===== src/rtl/print_line_sequencer.sv =====
// print_line_sequencer: double-buffered thermal print-head line sequencer.
// Bytes from a UART receiver fill two line banks (A, B) in turn; each full
// bank is shifted MSB-first to the head, latched, strobed, then a paper-feed
// step is requested before the bank is freed.
// Ports:
//   CLK, RST_N            clock, asynchronous active-low reset
//   rx_valid, rx_data     one-cycle byte strobe and data from the UART
//   DO, CLKimpr           head serial dot data and shift clock
//   LAT, STB              head latch pulse and strobe (heater enable)
//   step_req, step_done   paper-feed handshake with the motor driver
//   busy                  sequencer not IDLE
//   line_cnt              completed lines, wraps 255->0
//   overrun               sticky, byte dropped with both banks full
// Optional: define SEQ_BLANK_SKIP_EN to go straight to STEP for all-zero lines.
module print_line_sequencer #(
   parameter int BYTES_PER_LINE = 32,
   parameter int SCLK_HALF      = 5,
   parameter int LAT_CYCLES     = 4,
   parameter int STB_CYCLES     = 50000
) (
   input  logic       CLK,
   input  logic       RST_N,
   input  logic       rx_valid,
   input  logic [7:0] rx_data,
   output logic       DO,
   output logic       CLKimpr,
   output logic       LAT,
   output logic       STB,
   output logic       step_req,
   input  logic       step_done,
   output logic       busy,
   output logic [7:0] line_cnt,
   output logic       overrun
);
   localparam int PW = $clog2(BYTES_PER_LINE);
   localparam int BW = $clog2(8 * BYTES_PER_LINE);
   typedef enum logic [2:0] {IDLE, SHIFT, LATCH, STROBE, STEP} state_t;
   state_t        state_q;
   logic          pb_q, fill_q, fill_d, wbank, free, stuck, accept, sel;
   logic          blank_sel, blank_oth;
   logic [1:0]    full_q, full_d;
   logic [PW-1:0] ptr_q, ptr_d, wptr;
   logic [BW-1:0] bit_q, nbit;
   logic [31:0]   cnt_q;
   logic [7:0]    lcnt_q;
   logic          do_q, sclk_q, lat_q, stb_q, req_q, busy_q, ovr_q;
   logic [7:0]    mem_q [2][BYTES_PER_LINE];
   assign {DO, CLKimpr, LAT, STB, step_req, busy, overrun} = {do_q, sclk_q, lat_q, stb_q, req_q, busy_q, ovr_q};
   assign line_cnt = lcnt_q;
   assign free = (state_q == STEP) && step_done;
   // The fill bank only stays on a full bank when both are full; a bank freed
   // this very cycle takes the incoming byte instead of dropping it.
   assign stuck  = full_q[fill_q] && !free;
   assign wbank  = (free && full_q[fill_q]) ? pb_q : fill_q;
   assign wptr   = (free && full_q[fill_q]) ? '0 : ptr_q;
   assign accept = rx_valid && !stuck;
   assign sel    = ~full_q[0];
   assign nbit   = bit_q + BW'(1);
   always_comb begin
      full_d = full_q;
      fill_d = wbank;
      ptr_d  = wptr;
      if (free) full_d[pb_q] = 1'b0;
      if (accept) begin
         ptr_d = wptr + PW'(1);
         if (wptr == PW'(BYTES_PER_LINE - 1)) begin
            full_d[wbank] = 1'b1;
            ptr_d         = '0;
            fill_d        = full_d[~wbank] ? wbank : ~wbank;
         end
      end
   end
   always_ff @(posedge CLK or negedge RST_N) begin
      if (!RST_N) begin
         full_q <= '0;
         fill_q <= 1'b0;
         ptr_q  <= '0;
         ovr_q  <= 1'b0;
      end else begin
         full_q <= full_d;
         fill_q <= fill_d;
         ptr_q  <= ptr_d;
         ovr_q  <= ovr_q | (rx_valid && stuck);
      end
   end
   always_ff @(posedge CLK) begin
      if (accept) mem_q[wbank][wptr] <= rx_data;
   end
`ifdef SEQ_BLANK_SKIP_EN
   // Per-bank "has a non-zero byte" flag, restarted by the first byte of a line.
   logic [1:0] nz_q;
   always_ff @(posedge CLK or negedge RST_N) begin
      if (!RST_N) nz_q <= '0;
      else if (accept) nz_q[wbank] <= (wptr == '0 ? 1'b0 : nz_q[wbank]) | (|rx_data);
   end
   assign blank_sel = !nz_q[sel];
   assign blank_oth = !nz_q[~pb_q];
`else
   assign blank_sel = 1'b0;
   assign blank_oth = 1'b0;
`endif
   // Bit period: CLKimpr high at cnt 0..SCLK_HALF-1, low for the rest;
   // DO advances on the last low cycle so it is settled before the next rise.
   always_ff @(posedge CLK or negedge RST_N) begin
      if (!RST_N) begin
         state_q <= IDLE;
         pb_q    <= 1'b0;
         bit_q   <= '0;
         cnt_q   <= '0;
         lcnt_q  <= '0;
         {do_q, sclk_q, lat_q, stb_q, req_q, busy_q} <= '0;
      end else begin
         case (state_q)
            IDLE: if (|full_q) begin
               pb_q   <= sel;
               busy_q <= 1'b1;
               cnt_q  <= '0;
               bit_q  <= '0;
               if (blank_sel) begin
                  state_q <= STEP;
                  req_q   <= 1'b1;
               end else begin
                  state_q <= SHIFT;
                  do_q    <= mem_q[sel][0][7];
               end
            end
            SHIFT: begin
               cnt_q <= cnt_q + 32'd1;
               if (cnt_q == '0) sclk_q <= 1'b1;
               if (cnt_q == 32'(SCLK_HALF)) sclk_q <= 1'b0;
               if (cnt_q == 32'(2 * SCLK_HALF - 1)) begin
                  cnt_q <= '0;
                  if (bit_q == BW'(8 * BYTES_PER_LINE - 1)) begin
                     state_q <= LATCH;
                     lat_q   <= 1'b1;
                     do_q    <= 1'b0;
                  end else begin
                     bit_q <= nbit;
                     do_q  <= mem_q[pb_q][nbit[BW-1:3]][~nbit[2:0]];
                  end
               end
            end
            LATCH: begin
               cnt_q <= cnt_q + 32'd1;
               if (cnt_q == 32'(LAT_CYCLES - 1)) begin
                  state_q <= STROBE;
                  lat_q   <= 1'b0;
                  stb_q   <= 1'b1;
                  cnt_q   <= '0;
               end
            end
            STROBE: begin
               cnt_q <= cnt_q + 32'd1;
               if (cnt_q == 32'(STB_CYCLES - 1)) begin
                  state_q <= STEP;
                  stb_q   <= 1'b0;
                  req_q   <= 1'b1;
                  cnt_q   <= '0;
               end
            end
            STEP: if (step_done) begin
               req_q  <= 1'b0;
               lcnt_q <= lcnt_q + 8'd1;
               cnt_q  <= '0;
               bit_q  <= '0;
               // A blank waiting bank re-enters through IDLE so step_req drops between steps.
               if (full_q[~pb_q] && !blank_oth) begin
                  state_q <= SHIFT;
                  pb_q    <= ~pb_q;
                  do_q    <= mem_q[~pb_q][0][7];
               end else begin
                  state_q <= IDLE;
                  busy_q  <= 1'b0;
               end
            end
            default: state_q <= IDLE;
         endcase
      end
   end
endmodule


===== config.mk =====
export PLATFORM = sky130hd
export DESIGN_NAME = print_line_sequencer
export DESIGN_NICKNAME = d
export VERILOG_FILES = /design/src/rtl/print_line_sequencer.sv
export SDC_FILE = /design/constraint.sdc
export NUM_CORES = 1
export LEC_CHECK = 0
export ABC_AREA = 1
export BUFFER_PORTS_ARGS = -buffer_cell sky130_fd_sc_hd__buf_2
export CORE_ASPECT_RATIO = 1.1
export CORE_MARGIN = 8
export CORE_UTILIZATION = 50
export DETAILED_ROUTE_END_ITERATION = 12
export PLACE_DENSITY_LB_ADDON = 0.12
export SLEW_MARGIN = 40
export SYNTH_ARGS = -nofsm -noshare
export SYNTH_HDL_FRONTEND = slang
export SYNTH_SLANG_ARGS = --single-unit

===== constraint.sdc =====
create_clock -name CLK -period 4.1 [get_ports CLK]
set_input_delay 0 -clock CLK [delete_from_list [all_inputs] [get_ports CLK]]
set_output_delay 0 -clock CLK [all_outputs]
set_load 0.02 [all_outputs]

Word-level counts from Yosys, hierarchy flattened
Memories as Yosys holds them, arrays and structs flattened.
Cells that the tools add are included.
{ "totals": {"reg_bits": 67, "ramBits": 512, "inputBits": 12, "elab_cells": 165, "memories": 1} }
{ "classes": {"add_sub_neg": 4, "order_cmp": 11, "n_eq_ne": 19, "mux": 74, "bitwise": 10, "reduce_logical": 31} }
{ "mem_list": {"columns": ["name", "depth", "word_bits", "read_ports", "rd_ports_with_merged_regs", "write_ports", "line", "rtl"], "rows": [
  ["mem_q", 2, 256, 3, 0, 1, "47", "logic [7:0] mem_q [2][BYTES_PER_LINE];"]
]} }
{ "op_table": {"columns": ["cell", "count"], "rows": [
  ["256-bit 2-to-1 mux", 1],
  ["32-bit 2-to-1 mux", 5],
  ["32-bit one-hot mux with 5 select lines", 1],
  ["8-bit 2-to-1 mux", 7],
  ["8-bit binary-select mux with 5-bit select", 1],
  ["8-bit demux with 5-bit select", 1],
  ["1-bit 2-to-1 mux", 35],
  ["32-bit by 1-bit adder with 32-bit output, second input constant", 1],
  ["32-bit by 16-bit == test with 1-bit output, second input constant", 1],
  ["32-bit by 2-bit == test with 1-bit output, second input constant", 1],
  ["32-bit by 3-bit == test with 1-bit output, second input constant", 1],
  ["32-bit by 4-bit == test with 1-bit output, second input constant", 1],
  ["32-bit logical NOT", 1],
  ["8-bit one-hot mux with 3 select lines", 1],
  ["3-bit 2-to-1 mux", 6],
  ["8-bit by 1-bit adder with 8-bit output, second input constant", 2],
  ["2-bit != test, second input constant", 8],
  ["5-bit 2-to-1 mux", 3],
  ["3-bit one-hot mux with 5 select lines", 1],
  ["6-bit >= comparator, second input constant", 2],
  ["5-bit NOT with 6-bit output", 2],
  ["4-bit AND reduction", 3],
  ["1-bit by 2-bit less-than comparator with 1-bit output, second input constant", 5],
  ["1-bit one-hot mux with 2 select lines", 5],
  ["other kinds (31)", 54]
]} }

Longest topological paths before layout
Gate-level depths: netlist (run 1).
{ "logic_depth": {"depth_word": 14, "ltp_mapped": 17} }

Worst setup path before layout (run 1)
Ideal clock, no wire load.
{ "synth_timing": {"kind": "reg-to-reg", "from": "reg state_q[2]", "to": "mem mem_q[0][112] in the netlist's numbering, enable pin", "setup_time_ns": 0.383, "t_arrival_ns": 2.370, "slack_ns": 1.347, "path_stages_with_launch": 13, "n_path_buf": 1, "path_cell_list": "dfrtp_1 > inv_2 > nor2_4 > inv_2 > nor2_4 > nand2_1 > inv_2 > nor2_1 > inv_1 > ha_1 > nand2_1 > clkbuf_1 > nor3_1"} }
{ "synth_between": {"elab_chain_len": 10} }
{ "synth_rtl": {"columns": ["element", "line", "rtl"], "rows": [
  ["from (decl)", "38", "state_t state_q;"],
  ["from (signal assigned)", "106", "state_q <= IDLE;"],
  ["from (signal assigned)", "120", "state_q <= STEP;"],
  ["from (signal assigned)", "123", "state_q <= SHIFT;"],
  ["3-bit == test (*)", "50", "assign free = (state_q == STEP) && step_done;"],
  ["1-bit logical AND (*)", "50", null],
  ["1-bit logical AND", "54, 55", null],
  ["5-bit 2-to-1 mux", "55", "assign wptr = (free && full_q[fill_q]) ? '0 : ptr_q;"],
  ["5-bit NOT with 6-bit output (not written as such)", "87", "if (accept) mem_q[wbank][wptr] <= rx_data;"],
  ["6-bit >= comparator (not written as such) or 6-bit by 1-bit less-than comparator with 1-bit output (tied branches)", "87", null],
  ["1-bit logical AND (not written as such)", "87", null],
  ["8-bit 2-to-1 mux (not written as such)", "87", null],
  ["8-bit demux with 5-bit select", "87", null],
  ["256-bit 2-to-1 mux (not written as such)", "87", null],
  ["to (decl)", "47", null]
]} }
Mark *: on every way between the ends. The rest lies on a longest branch, timed or not.

Final worst setup path (run 1)
{ "layout_timing": {"from": "reg bit_q[0]", "to": "reg do_q, in the netlist DO"} }
{ "layout_between": {"elab_chain_len": 10} }
{ "layout_rtl": {"columns": ["element", "line", "rtl"], "rows": [
  ["from (decl)", "43", "logic [BW-1:0] bit_q, nbit;"],
  ["from (signal assigned)", "138", "bit_q <= nbit;"],
  ["8-bit by 1-bit adder with 8-bit output", "58", "assign nbit = bit_q + BW'(1);"],
  ["5-bit NOT with 6-bit output (not written as such)", "139", "do_q <= mem_q[pb_q][nbit[BW-1:3]][~nbit[2:0]];"],
  ["8-bit binary-select mux with 5-bit select", "139", null],
  ["8-bit 2-to-1 mux (not written as such) (2 in a row)", "139", null],
  ["1-bit binary-select mux with 3-bit select", "139", null],
  ["1-bit 2-to-1 mux (not written as such)", "139", null],
  ["1-bit 2-to-1 mux (*)", "133", "if (bit_q == BW'(8 * BYTES_PER_LINE - 1)) begin"],
  ["1-bit 2-to-1 mux (*)", "131", "if (cnt_q == 32'(2 * SCLK_HALF - 1)) begin"],
  ["1-bit one-hot mux with 3 select lines (*)", "113", "case (state_q)"],
  ["to (signal assigned)", "124", "do_q <= mem_q[sel][0][7];"],
  ["to (signal assigned)", "139", null],
  ["to (signal assigned)", "170", "do_q <= mem_q[~pb_q][0][7];"],
  ["to (decl)", "46", "logic do_q, sclk_q, lat_q, stb_q, req_q, busy_q, ovr_q;"]
]} }
Mark *: on every way between the ends. The rest lies on a longest branch, timed or not. The select of a mux whose other input is x is not followed.
A chain may end at the register's enable or synchronous reset.

==> impl_metrics.toml, run 1 <==
[timing]
unrepaired_setup_endpoints_after_global_routing = "no"
timing_hold_violations_final = 0
fin_skew_ns = 0.0153
timing_max_transition_violations_final = 0
final_period_minus_worst_setup_slack_ns = 3.18
worst-slew-pin-transition_ns = 0.862
setup_viol_count_final = 0
max_clock_freq_ghz = 0.315
postLayoutSetupSlackWorst_ns = 0.923
max-slew-margin-rel = 0.426
post-route-period-util = 0.775
totalNegativeSetupSlack_ns = 0

[place]
hpwl_um = 39400
port_buffers = 26
pre_cts_ws_ns = 0.956
routability_congestion_estimate = 0.860

[grt]
global_route_wire_length_before_repair_um = 103000
antenna_found_initial = 0
grt_start_max_net_pins = 136
first_global_vias = 17900
grt.total_usage = 0.227
grt_total_ovfl = 0

[worst_setup_path]
crit_path_cell_trace = "ha_1, nand2_1, inv_1, nand2_1, nand2_2, buf_4, nand3_1, nand3_1, nand3_1, nand3_1, nand3_1, nand3_1, nand3_1, nand3_1, a21oi_1"
timing.critical_path.required_ns = 4.58
worstSetupPathType = "flip-flop to flip-flop"
setup.reg_to_reg.worst_slack_ns = 0.92
data_arrival_time_of_the_critical_path_ns = 3.66
top_fanout_value_on_the_critical_path = 67
rr_worst_depth = 15
r2r-end = "DO$_DFFE_PN0P_"
max_incr_delay_on_cp_ns = 0.64
crit_slowest_cell = "buf_4"
worstSetupEndpointType = "flip-flop"
startpoint_of_the_worst_slack_reg_to_reg_timing_path = "bit_q[0]$_DFFE_PN0P_"
startpoint_type = "flip-flop"
worst_path_most_repeated_cell = "nand3_1"

[logic_synthesis]
synth_async_sr_flop_share = 0.116
ys_dominant_reg_cell = "edfxtp_1"
synth_cell_type_count = 51
synth_enable_flop_cells = 512
netlist_top_cells_count = "nor2_1, edfxtp_1, nand2_1, nand3_1, nor3_1"
synth.area.top_cells = "edfxtp_1, nor2_1, dfrtp_1, nand3_1, nand2_1"
synth.net_count = 2490
synth.cell_area_um2 = 25300
syn_area_per_cell_um2 = 10.2
yosysMostFrequentCell = "nor2_1"
synth.yosys.seq_area_share = 0.674
post-synth-top-area-fraction = 0.608
synth_top_area_cell = "edfxtp_1"
register_bit_count_reported_by_yosys = 579
postSynthCellCount = 2468
yosysWarningCount = 0

[detailed_routing]
route.final.wire_length_um = 66700
first_pass_iters = 6
route.detailed.drc = 0
ant_nets = 0
wire_per_inst_um = 20.6
vias_per_cell = 5.54
count_of_vias_placed_by_the_detailed_router = 17900
dr.first_iter.drc_count = 1641

[clock_tree]
clock_insertion_delay_worst_skew_ns = 0.61
clkSlewWorstSetupHoldPaths_ns = 0.07
cts_setup_buffers = 0
cts-buffers-inserted = 57
clockRootBuffer = "clkbuf_16"
tritoncts = "done"
cts_num_sinks = 579
cts-root-to-sink-buffers = 3
cts_max_level = 2

[cells_and_area]
sequential_cell_area_um2 = 17100
antenna_cells = 0
fillers = 4247
area_growth_syn_to_layout_pct = 13.4
drive_gt1_frac = 0.101
multiInputGateArea_um2 = 7360
finish.net_count = 2554

[min_path]
hold_path_class = "primary input to flip-flop"
worstHoldStart = "rx_data[7]"
min_delay_path_depth = 1
timing.hold.worst_endpoint = "mem_q[0][79]$_DFFE_PP_"

[outcome]
outcome = "completed"

[run]
cap_viol_max_count = 0

[pwr]
p_per_area_nw_per_um2 = 426
static-leakage-power_uw = 0.0107
vdd_drop_max_mv = 0.332

[die]
chipHeight_um = 252
rows = 86
floorplan.die_area_um2 = 58000
number_of_top_level_pins = 27
horiz_die_dim_um = 230
design.core.area_um2 = 50000
initial_utilization = 0.505
==> state kept, by name, indices dropped and copies added (netlist names), 2 cells and up <==
signal / count
bit_q: 8
state_q: 3
cnt_q: 32
full_q: 2
line_cnt: 8
mem_q: 512
ptr_q: 5
==> cell type report <==
type	instances	share of cell area
well taps	660	0.0288
inverters	93	0.0124
clock inverters	35	0.0151
multi-input cells	1673	0.257
repair buffers	128	0.0363
clock buffers	70	0.0554
flip-flops and latches	579	0.595
==> worst max-delay path by stage <==
stage / startpoint / end / slack, ns / cells past startpoint
after floorplan: state_q[2]$_DFFE_PN0P_ / mem_q[0][112]$_DFFE_PP_ / 1.35 / 12
after global placement: state_q[2]$_DFFE_PN0P_ / mem_q[1][9]$_DFFE_PP_ / 1.02 / 12
after detailed placement: bit_q[0]$_DFFE_PN0P_ / DO$_DFFE_PN0P_ / 0.96 / 16
after CTS: bit_q[0]$_DFFE_PN0P_ / DO$_DFFE_PN0P_ / 0.93 / 16
after global routing: bit_q[0]$_DFFE_PN0P_ / DO$_DFFE_PN0P_ / 0.72 / 16
final: bit_q[0]$_DFFE_PN0P_ / DO$_DFFE_PN0P_ / 0.92 / 15
==> cell families after synthesis <==
logic type                 after synthesis  synth area share
and+or+nand+nor                       1557             0.258
DFF                                    579             0.674
buffers and inverters                  216            0.0357
AOI/OAI and AO/OA                       87            0.0203
xor gates and xnor gates                15           0.00549
adders and majority gates               10           0.00495
muxes                                    4           0.00158
==> per-layer routing <==
metal	up-vias	routed length (um)	global-route usage
li1	8500	-	-
met3	141	4510	0.0354
met1	8686	28100	0.304
met4	0	2250	0.0811
met5	-	0	0
met2	617	31800	0.376
==> cell usage in the layout (no fill, tap or decap), types with 5 or more instances in the layout <==
cell type | netlist | layout
a21oi_1 | 29 | 29
buf_12 | 0 | 8
buf_2 | 44 | 24
buf_4 | 8 | 87
bufinv_16 | 0 | 10
clkbuf_16 | 0 | 59
clkbuf_8 | 0 | 7
clkinv_1 | 2 | 11
clkinv_2 | 0 | 7
clkinvlp_4 | 0 | 5
dfrtp_1 | 67 | 66
dlygate4sd3_1 | 0 | 8
edfxtp_1 | 512 | 512
ha_1 | 10 | 10
inv_1 | 74 | 74
inv_2 | 17 | 17
nand2_1 | 340 | 338
nand3_1 | 299 | 299
nand4_1 | 14 | 14
nor2_1 | 777 | 777
nor3_1 | 97 | 94
nor3_2 | 6 | 9
o21ai_0 | 26 | 26
o22ai_1 | 11 | 11
xor2_1 | 12 | 12
==> where the power goes <==
group | leakage [uW] | switching (uW) | internal, uW
Sequential | 0.00535 | 3.23 | 6420
Clock | 0.000980 | 2260 | 3370
Combinational | 0.00441 | 148 | 23.0
Total | 0.0107 | 2410 | 9810
==> worst max-delay path: cells and delay by family, from the launching register on <==
| kind | cells | cell delay, ns |
|---|---|---|
| AO/OA/AOI/OAI | 1 | 0.10 |
| adder cells (fa/ha/maj) | 1 | 0.25 |
| buffers and inverters | 2 | 0.72 |
| flip-flops | 1 | 0.55 |
| AND/OR/NAND/NOR | 11 | 1.38 |
==> repair_timing <==
action,4_1_cts,5_1_grt
hold buffers,8,1
endpoints found under the hold margin,105,29
resized for setup,0,0
==> metrics by stage <==
| stage | hold slack [ns] | instances | util | area (um2) | total power, uW |
|---|---|---|---|---|---|
| after floorplan | -0.296 | 2468 | - | 25300 | 6560 |
| after global placement | 0.247 | 3124 | 0.530 | 26500 | 6710 |
| after detailed placement | 0.0647 | 3124 | 0.530 | 26500 | 6710 |
| after CTS | 0.0134 | 3237 | 0.573 | 28600 | 12300 |
| after global routing | 0.0356 | 3238 | 0.573 | 28700 | 12500 |
| final | 0.0321 | 3238 | 0.573 | 28700 | 12200 |
(Power assumes the default switching activity.)
==> run 2, diff against run 1 <==
==> constraint.sdc (replaced) <==
create_clock -name CLK -period 3.01 [get_ports CLK]
set_input_delay 0 -clock CLK [delete_from_list [all_inputs] [get_ports CLK]]
set_output_delay 0 -clock CLK [all_outputs]
set_load 0.02 [all_outputs]
==> run 2 against run 1 <==
  * Setup slack got worse by 0.84 ns
  * Flip-flop and latch count unchanged
  * Clock skew about the same
  * Core utilization hardly changed
  * Critical path depth did not move
  * Wire length up 0.82%
  * Cell area is essentially flat
  * Combinational power grew 34%
  * Largest cell class unchanged
  * Largest power group unchanged
==> impl_metrics.toml, run 2 (synthesis results as in run 1) <==
[cells_and_area]
area_growth_syn_to_layout_pct = 13.3
antenna_cells = 0
biggestRegsByFlops = "mem_q x512, cnt_q x32"
mostFrequentLayoutCells = "nor2_1, edfxtp_1, nand2_1"
largest_reg_flops = 512
finish.net_count = 2581
mostFrequentLayoutCell = "nor2_1"
drive_gt1_frac = 0.103
registers.top_by_ff_count = "mem_q"

[place]
hpwl_um = 40000
pre_cts_ws_ns = 0.0739
port_buffers = 26
routability_congestion_estimate = 0.929

[pwr]
p_per_area_nw_per_um2 = 547
p_clk_frac = 0.427
comb_power_share = 0.015
vdd_drop_max_mv = 0.443
static-leakage-power_uw = 0.0108
sequentialPowerShare = 0.558
switchingPower_uw = 3170
sw_frac_of_total = 0.202
cellInternalPower_uw = 12500

[worst_setup_path]
worstSetupPathType = "flip-flop to flip-flop"
timing.critical_path.required_ns = 3.53
max_incr_delay_on_cp_ns = 0.57
crit_slowest_cell = "dfrtp_1"
rr_worst_depth = 15
worst_path_most_repeated_cell = "nand3_1"
worstSetupEndpointType = "flip-flop"
setup.reg_to_reg.worst_slack_ns = 0.09
crit_path_cell_trace = "nand3_1, nand2_1, nand2_4, inv_2, buf_4, nand2_1, nand3_1, nand3_1, nand3_1, nand3_1, nand3_1, nand3_1, nand3_1, nand3_1, a21oi_1"
data_arrival_time_of_the_critical_path_ns = 3.45
r2r-end = "DO$_DFFE_PN0P_"
startpoint_of_the_worst_slack_reg_to_reg_timing_path = "bit_q[0]$_DFFE_PN0P_"
startpoint_type = "flip-flop"
top_fanout_value_on_the_critical_path = 39

[grt]
grt_start_max_net_pins = 136
first_global_vias = 17700
grt_total_ovfl = 0
antenna_found_initial = 1
grt.total_usage = 0.228
global_route_wire_length_before_repair_um = 103000

[detailed_routing]
ant_nets = 0
route.final.wire_length_um = 67200
count_of_vias_placed_by_the_detailed_router = 18100
wire_per_inst_um = 20.6
dr.first_iter.drc_count = 1723
route.detailed.drc = 0
vias_per_cell = 5.53
first_pass_iters = 5

[min_path]
timing.hold.worst_endpoint = "mem_q[1][109]$_DFFE_PP_"
worstHoldStart = "rx_data[5]"
min_delay_path_depth = 1
hold_path_class = "primary input to flip-flop"

[timing]
totalNegativeSetupSlack_ns = 0
max-slew-margin-rel = 0.458
setup_viol_count_final = 0
max_clock_freq_ghz = 0.342
timing_hold_violations_final = 0
timing_max_transition_violations_final = 0
unrepaired_setup_endpoints_after_global_routing = "no"
postLayoutSetupSlackWorst_ns = 0.0859
final_period_minus_worst_setup_slack_ns = 2.92
worst-slew-pin-transition_ns = 0.814
post-route-period-util = 0.971
fin_skew_ns = 0.0154

[outcome]
outcome = "completed"

[die]
rows = 86
initial_utilization = 0.505
number_of_top_level_pins = 27
floorplan.die_area_um2 = 58000
horiz_die_dim_um = 230
chipHeight_um = 252
design.core.area_um2 = 50000

[clock_tree]
tritoncts = "done"
cts-root-to-sink-buffers = 3
clock_insertion_delay_worst_skew_ns = 0.61
clkSlewWorstSetupHoldPaths_ns = 0.06
cts_num_sinks = 579
clockRootBuffer = "clkbuf_16"
cts-buffers-inserted = 57
cts_max_level = 2

[run]
cap_viol_max_count = 0
[run 2: cell type report]
cell class                 instances  area, um2
clock inverter                    34        234
timing repair buffer             155       1350
clock buffer                      70       1480
inverter                          93        360
multi-input combinational       1673       7350
fill                            4293      21400
tap                              660        826
sequential                       579      17100
[run 2: worst max-delay path by stage]
| stage | start | to | slack [ns] |
|---|---|---|---|
| 2_1_floorplan | state_q[2]$_DFFE_PN0P_ | mem_q[0][112]$_DFFE_PP_ | 0.26 |
| 3_3_place_gp | bit_q[0]$_DFFE_PN0P_ | DO$_DFFE_PN0P_ | 0.18 |
| 3_5_place_dp | bit_q[0]$_DFFE_PN0P_ | DO$_DFFE_PN0P_ | 0.07 |
| 4_1_cts | bit_q[0]$_DFFE_PN0P_ | DO$_DFFE_PN0P_ | 0.05 |
| 5_1_grt | bit_q[0]$_DFFE_PN0P_ | DO$_DFFE_PN0P_ | 0.04 |
| 6_report | bit_q[0]$_DFFE_PN0P_ | DO$_DFFE_PN0P_ | 0.09 |
[run 2: layer usage]
layer  part of all wire  wire, um  global-route usage
met4              0.031      2090              0.0820
met3              0.064      4320              0.0295
met1               0.42     28300               0.310
met5                  0         0                   0
met2               0.48     32500               0.376
[run 2: power groups by stage]
| stage | logic [uW] | clock network, uW | registers (uW) |
|---|---|---|---|
| floorplan | 19.1 | 0 | 8920 |
| finish | 229 | 6690 | 8750 |
| global route | 247 | 7120 | 8750 |
| detailed placement | 219 | 0 | 8920 |
| CTS | 232 | 6820 | 8750 |
| global placement | 213 | 0 | 8920 |
[run 2: worst max-delay path: cells and delay by family (launching register included)]
kind                   cells  cell delay (ns)
AO/OA/AOI/OAI              1             0.19
flip-flops                 1             0.57
buffers and inverters      2             0.52
AND/OR/NAND/NOR           12             1.53
[run 2: stage by stage]
step                instance area, um2  power (uW)  cells  hold WS [ns]  utilization
floorplan                        25300        8940   2468        -0.296            -
global placement                 26800        9130   3146        0.0707        0.535
detailed placement               26800        9140   3146        0.0808        0.535
CTS                              28600       15800   3260        0.0151        0.571
global route                     28600       16100   3264        0.0356        0.572
finish                           28600       15700   3264        0.0278        0.572
[run 2: what timing repair did]
item                       4_1_cts  5_1_grt
hold buffers                    10        1
hold endpoints to repair       208       30
setup endpoints to repair        0        1
gates resized for setup          0        3
setup buffers                    0        2
